File: config.mk
export PLATFORM = sky130hd
export DESIGN_NAME = llr_fg_pe_array
export DESIGN_NICKNAME = d
export VERILOG_FILES = /design/src/rtl/llr_fg_pe_array.sv
export SDC_FILE = /design/constraint.sdc
export NUM_CORES = 1
export LEC_CHECK = 0
export ABC_AREA = 1
export BUFFER_PORTS_ARGS = -buffer_cell sky130_fd_sc_hd__buf_2
export CAP_MARGIN = 20
export CELL_PAD_IN_SITES_DETAIL_PLACEMENT = 0
export CELL_PAD_IN_SITES_GLOBAL_PLACEMENT = 1
export CORE_ASPECT_RATIO = 1.25
export CORE_MARGIN = 2
export CORE_UTILIZATION = 39
export DETAILED_ROUTE_END_ITERATION = 16
export PLACE_DENSITY_LB_ADDON = 0.1
export SLEW_MARGIN = 0
export SYNTH_ARGS = -nofsm -noshare
export SYNTH_HDL_FRONTEND = slang
export SYNTH_SLANG_ARGS = --single-unit
File: constraint.sdc
create_clock -name clk -period 4.23 [get_ports clk]
set_input_delay 0.846 -clock clk [delete_from_list [all_inputs] [get_ports clk]]
set_output_delay 0.846 -clock clk [all_outputs]
set_load 0.02 [all_outputs]
File: src/rtl/llr_fg_pe_array.sv
// Two-stage array of LANES SC-polar LLR processing elements (f min-sum / g add).
// S1 registers operands and control, S2 registers results; valid/ready on both sides.
module llr_fg_pe_array #(
    parameter int DATA_WIDTH = 8,
    parameter int LANES      = 4,
    parameter int CNT_WIDTH  = 16
) (
    input  logic                        clk,
    input  logic                        rst,
    input  logic                        in_valid,
    output logic                        in_ready,
    input  logic                        in_op,
    input  logic                        in_scale,
    input  logic [LANES-1:0]            in_mask,
    input  logic [LANES*DATA_WIDTH-1:0] in_a,
    input  logic [LANES*DATA_WIDTH-1:0] in_b,
    input  logic [LANES-1:0]            in_us,
    output logic                        out_valid,
    input  logic                        out_ready,
    output logic [LANES*DATA_WIDTH-1:0] out_llr,
    output logic [CNT_WIDTH-1:0]        beat_cnt
);

    localparam int W = DATA_WIDTH;
    localparam logic signed [W-1:0] MAXV = {1'b0, {(W-1){1'b1}}};
    localparam logic signed [W-1:0] MINV = {1'b1, {(W-1){1'b0}}};
    localparam logic signed [W:0]   SMAX = {2'b00, {(W-1){1'b1}}};
    localparam logic signed [W:0]   SMIN = -SMAX;

    // Negation/abs that never yields the asymmetric most-negative code
    function automatic logic signed [W-1:0] neg_sat(input logic signed [W-1:0] x);
        logic signed [W-1:0] r;
        if (x == MINV) r = MAXV;
        else           r = -x;
        return r;
    endfunction

    function automatic logic signed [W-1:0] abs_sat(input logic signed [W-1:0] x);
        logic signed [W-1:0] r;
        if (x[W-1]) r = neg_sat(x);
        else        r = x;
        return r;
    endfunction

    function automatic logic signed [W-1:0] pe(input logic op, input logic scale, input logic us,
                                              input logic signed [W-1:0] a,
                                              input logic signed [W-1:0] b);
        logic signed [W-1:0] ma, mb, m, an, r;
        logic signed [W:0]   s;
        ma = abs_sat(a);
        mb = abs_sat(b);
        m  = (ma < mb) ? ma : mb;
        an = us ? neg_sat(a) : a;
        s  = signed'({an[W-1], an}) + signed'({b[W-1], b});
        if (!op)              r = (a[W-1] == b[W-1]) ? m : -m;
        else if (scale)       r = s[W:1];
        else if (s > SMAX)    r = MAXV;
        else if (s < SMIN)    r = -MAXV;
        else                  r = s[W-1:0];
        return r;
    endfunction

    logic                  s1_valid, s1_op, s1_scale;
    logic [LANES-1:0]      s1_mask, s1_us;
    logic [LANES*W-1:0]    s1_a, s1_b;
    logic                  s2_valid;
    logic [LANES*W-1:0]    s2_llr;
    logic [LANES*W-1:0]    res;
    logic                  s1_adv, s2_adv;

    assign s2_adv    = !s2_valid || out_ready;
    assign s1_adv    = !s1_valid || s2_adv;
    assign in_ready  = s1_adv;
    assign out_valid = s2_valid;
    assign out_llr   = s2_llr;

    always_comb begin
        res = '0;
        for (int unsigned i = 0; i < LANES; i++) begin
            if (s1_mask[i])
                res[i*W +: W] = pe(s1_op, s1_scale, s1_us[i], s1_a[i*W +: W], s1_b[i*W +: W]);
        end
    end

    always_ff @(posedge clk or posedge rst) begin
        if (rst) begin
            s1_valid <= 1'b0;
            s1_op    <= 1'b0;
            s1_scale <= 1'b0;
            s1_mask  <= '0;
            s1_us    <= '0;
            s1_a     <= '0;
            s1_b     <= '0;
        end else if (s1_adv) begin
            s1_valid <= in_valid;
            if (in_valid) begin
                s1_op    <= in_op;
                s1_scale <= in_scale;
                s1_mask  <= in_mask;
                s1_us    <= in_us;
                s1_a     <= in_a;
                s1_b     <= in_b;
            end
        end
    end

    always_ff @(posedge clk or posedge rst) begin
        if (rst) begin
            s2_valid <= 1'b0;
            s2_llr   <= '0;
        end else if (s2_adv) begin
            s2_valid <= s1_valid;
            if (s1_valid)
                s2_llr <= res;
        end
    end

    always_ff @(posedge clk or posedge rst) begin
        if (rst)
            beat_cnt <= '0;
        else if (s2_valid && out_ready)
            beat_cnt <= beat_cnt + 1'b1;
    end

endmodule

## Word-level counts from Yosys, hierarchy flattened

Index checks and enable logic that the tools add are counted.

| operators by class | value |
|---|---|
| add/subtract/negate cells | 17 |
| magnitude comparators | 12 |
| equal/unequal tests | 12 |
| multiplexer cells | 60 |
| reduce and logical (&&, ||, !) cells | 7 |

Operators by type and width:

| operator | number |
|---|---|
| two-way mux 8 bit | 60 |
| negator 8 bit | 12 |
| equality test 8 bit (second input constant) | 8 |
| adder 8 x 8 -> 9 bit | 4 |
| greater-than comparator 9 x 8 -> 1 bit (second input constant) | 4 |
| less-than comparator 9 x 8 -> 1 bit (second input constant) | 4 |
| less-than comparator 8 bit | 4 |
| adder 16 x 1 -> 16 bit (second input constant) | 1 |
| equality test 1 bit | 4 |
| AND reduction 2 bit | 2 |
| zero test 1 bit | 2 |
| logical OR 1 bit | 2 |
| logical AND 1 bit | 1 |

| word-level totals | value |
|---|---|
| register bits after elaboration | 124 |
| input port bits | 78 |
| output and inout port bits | 50 |
| word-level logic and storage cells | 118 |

## Depth between registers and ports, before layout

| logic depth | value |
|---|---|
| depth in word-level cells | 11 |
| mapped depth | 28 |
| mapped depth without buffers | 28 |

## Worst setup path before layout

OpenSTA, ideal clock, no wires.

| timing path | value |
|---|---|
| path kind | reg-to-reg |
| start point | register s1_b[8] |
| end point | register s2_llr[14] (netlist: out_llr[14]) |
| setup time | 0.117 ns |
| arrival time | 3.288 ns |
| data required time | 4.113 ns |
| setup slack | 0.825 ns |
| stages on the path, launching flop included | 24 |
| buffers on the path | 0 |
| clock period less this slack | 3.405 ns |
| path through | dfrtp_1 inv_1 ha_1 inv_1 nor3_2 nand2_2 inv_1 or4_1 ha_1 nand2_1 nor2_1 a211oi_2 nand3_2 nand2_2 nand3_1 nand2_1 ha_1 nand3_1 nand2_1 nand2_1 nand2_1 nand3_1 nand2_1 nand2_1 |

| on the way | value |
|---|---|
| longest elaborated chain between the ends | 10 |
| elaborated cells on any way between the ends | 17 |
| classes of those cells | add/sub: 3; order compare: 3; eq/ne: 1; mux: 10 |

Ends and longest elaborated chain:

| what | RTL line | RTL |
|---|---|---|
| start, declared | 65 | `logic [LANES*W-1:0] s1_a, s1_b;` |
| start signal, assigned | 102 | `s1_b <= in_b;` |
| negator 8 bit / equality test 8 bit (equally long branches) | 34, 33 |  |
| two-way mux 8 bit | 33 | `if (x == MINV) r = MAXV;` |
| two-way mux 8 bit | 40 | `if (x[W-1]) r = neg_sat(x);` |
| two-way mux 8 bit | 80 | `if (s1_mask[i])` |
| less-than comparator 8 bit | 52 | `m = (ma < mb) ? ma : mb;` |
| two-way mux 8 bit | 52 |  |
| negator 8 bit | 55 | `if (!op) r = (a[W-1] == b[W-1]) ? m : -m;` |
| two-way mux 8 bit | 55 |  |
| two-way mux 8 bit (*) | 55 |  |
| two-way mux 8 bit (*) | 80 |  |
| end signal, assigned | 114 | `s2_llr <= res;` |
| end, declared | 67 | `logic [LANES*W-1:0] s2_llr;` |

Mark *: on every way between the ends. The rest lies on a longest branch, timed or not. The select of a mux whose other input is x is not followed.
A chain may end at the register's enable or synchronous reset.

## Worst setup path in the final report

| timing path | value |
|---|---|
| start point | register s1_b[1] |
| end point | register s2_llr[6] (netlist: out_llr[6]) |

Same word-level chain as after synthesis.

==> key figures <==
Clock tree
  – Clk slew on worst S/H paths: 0.06 ns
  – CTS root buffer: clkbuf_16
  – Worst skew pair latency: 0.43 ns
  – CTS tree: done
  – Num CTS Buffers: 17
  – Max Root-Sink Buffers: 2
  – Number of H-tree levels: 4
  – Hold-fix buffers, CTS: 0
  – TritonCTS Sinks: 124

Critical path
  – CP required: 4.54 ns
  – CP Launch Type: flop
  – Critical path type: flop to flop
  – Max FO, Critical Path: 6
  – Crit-path slowest cell: or4_1
  – Crit end category: flop
  – CP arrival: 4.19 ns
  – Most frequent CP cell: nand2_1
  – Critical path cell sequence: inv_1 > ha_1 > inv_1 > nor3_1 > nand2_2 > inv_1 > or4_1 > ha_1 > nand2_1 > nor2_1 > a211oi_2 > nand3_2 > nand2_1 > nand2_1 > o21ai_2 > inv_1 > ha_1 > nand3_1 > nand2_1 > nand3b_1 > nand3_1 > nand2_1 > nand2_1
  – CP peak stage delay: 0.46 ns

Finish
  – Final Cell Area: 12,600 sq um
  – Share of layout cells above drive strength 1: 16.4%
  – Area grow syn2layout: 15.7%
  – # nets final: 1,920
  – Final cell count without fillers: 2,125
  – Antenna diodes: 0

Yosys
  – Mux share of post-synthesis cell area: 0.310%
  – Synth Area in Simple Gates: 35.3%
  – Synth Flop Type: dfrtp_1
  – Commonest cells in the netlist: 430 x nand2_1, 215 x inv_1, 145 x a21oi_1, 139 x nand3_1, 124 x dfrtp_1
  – Adder-cell share of the synthesized area: 9.13%
  – Syn. warnings: 0
  – Area leader, netlist: dfrtp_1
  – Post-synth EDFFs: 0
  – Yosys top cell area share: 28.5%
  – Synth Area per Inst: 6.66 sq um
  – Synthesized instance count: 1,635
  – Cell with the most instances after synthesis: nand2_1
  – Post-synth net total: 1,790
  – Synthesis-stage register bit count: 124
  – Synth Area in XOR/XNOR: 2.98%
  – Synth cell types: 43
  – Ys async rst share: 100%
  – Sequential fraction of the synthesis area: 28.5%
  – Largest family of logic cells by synthesized area: simple AND/OR/NAND/NOR gates
  – Leading post-synthesis cells by cell area: dfrtp_1 29%, nand2_1 15%, ha_1 8.4%
  – Compound-gate portion of the synthesized area: 14.8%
  – Syn Std Cell Area: 10,900 sq um

STA
  – Final hold vios: 0
  – Slew @ Worst Pin: 0.795 ns
  – Fmax: 0.258 GHz
  – Tmin final: 3.88 ns
  – Hold_ws: 0.462 ns
  – Tcrit/Tclk final: 91.7%
  – Setup-failing EPs final: 0
  – Setup TNS: 0 ns
  – Pins over their slew limit: 0
  – RSZ-0062 raised after global routing: no
  – Relative slew slack: 47.0%
  – Final Skew: 0.0112 ns

Placement
  – Cells after DPL: 2,096
  – Placed instance area: 12,000 sq um
  – # port buffers: 127
  – Routability congestion estimate: 0.819
  – Hpwl dp: 24.5 mm

Detailed routing
  – Initial DRT Pass Iterations: 5
  – Drt wl/cell: 14.4 um
  – Post-DR vias/cell: 4.99
  – DR DRC count: 0
  – Iter 0 DRT Violations: 416
  – Via Count: 10,600
  – Routed WL: 30.6 mm
  – Antenna Violating Nets Remaining: 0

Pwr
  – Leakage: 6.86 nW
  – Worst VDD drop: 0.291 mV
  – Pwr Density: 573 nW/um^2

Global route
  – Largest net degree at the start of global routing: 74
  – Total track usage: 21.4%
  – Initial antenna violation count: 1
  – First-pass GRT wire length: 50.9 mm
  – Vias in the first global route: 10,400
  – Total grt overflow: 0

Min path
  – Hold Path Class: flop to flop

Flow run
  – Max cap viols: 0

Floorplanning
  – # IOs: 128
  – # rows: 68
  – Initial Util: 39.5%
  – Die X: 153 um
  – Die Footprint: 29,300 sq um
  – Core area: 27,600 sq um
  – Die Ht: 191 um

Status
  – Outcome: finished, final reports clean
## per-layer routing
metal  vias up  GRT usage [%]  wire length (um)
li1       5556              -                 -
met5         -              0                 0
met1      4846           25.5             13500
met2       163           39.6             15600
met4         0           6.74               650
met3        39           3.07               851
## metrics by stage
| stage | total power, mW | setup slack [ns] | util (%) |
|---|---|---|---|
| after floorplan | 4.76 | 0.0848 | - |
| after global placement | 5.79 | 0.357 | 43.5 |
| after detailed placement | 5.82 | 0.344 | 43.5 |
| after CTS | 7.29 | 0.325 | 45.5 |
| after global routing | 7.97 | 0.00331 | 45.7 |
| final | 7.22 | 0.351 | 45.7 |
## flip-flops by register name, summed over array words and instances (netlist names)
register / count
beat_cnt: 16
s1_us: 4
s1_scale: 1
s1_b: 32
s1_mask: 4
s1_op: 1
out_llr: 32
s1_valid: 1
s1_a: 32
out_valid: 1
## layout make-up
class | count | area (sq um)
tap | 350 | 438
sequential | 124 | 3100
fill | 2951 | 15000
timing repair buffer | 147 | 798
multi-input combinational | 1251 | 6850
clock inverter | 6 | 62.6
clock buffer | 23 | 498
inverter | 224 | 846
## report_power, final
| part | switching, mW | leakage, nW | internal (mW) |
|---|---|---|---|
| Combinational | 2.61 | 5.14 | 1.45 |
| Clock | 0.563 | 0.269 | 0.874 |
| Sequential | 0.258 | 1.45 | 1.46 |
| Total | 3.43 | 6.86 | 3.79 |
## worst max-delay path, delay by kind of cell (launching register included)
family,cells,cell delay [ns]
and+or+nand+nor,14,1.75
buffers and inverters,4,0.36
AOI/OAI and AO/OA,2,0.43
DFF,1,0.40
adders and majority gates,3,0.82
## logic make-up after synthesis
kind of cell / count (synthesis)
and+or+nand+nor: 833
AOI/OAI and AO/OA: 301
buffers and inverters: 260
DFF: 124
adders and majority gates: 77
xor gates and xnor gates: 37
muxes: 3
## cells in the final DEF (no fill, tap or decap), drive strengths merged, types with 27 or more instances in the layout
master  count
ha         73
a21oi     147
o21ai     128
nand2     477
nand3     153
inv       219
nor2      130
dfrtp     124
buf       147
nor3       27
## path summary, 6_finish.rpt
path | start | to | slack (ns) | cells past startpoint
worst max-delay path | s1_b[1] | out_llr[6] | 0.35 | 23
worst min-delay path | beat_cnt[15] | beat_cnt[15] | 0.46 | 1
worst max register to register | s1_b[1] | out_llr[6] | 0.35 | 23
worst min register to register | beat_cnt[15] | beat_cnt[15] | 0.46 | 1
max in group asynchronous | rst | s1_b[30] | 2.81 | 3
min in group asynchronous | rst | out_llr[23] | 0.51 | 2
## repair_timing
item / in CTS / in global routing
setup buffers: 0 / 0
endpoints found under the setup margin: 0 / 10
resized for setup: 0 / 6
Note: power is estimated with default switching activity, not from simulation.
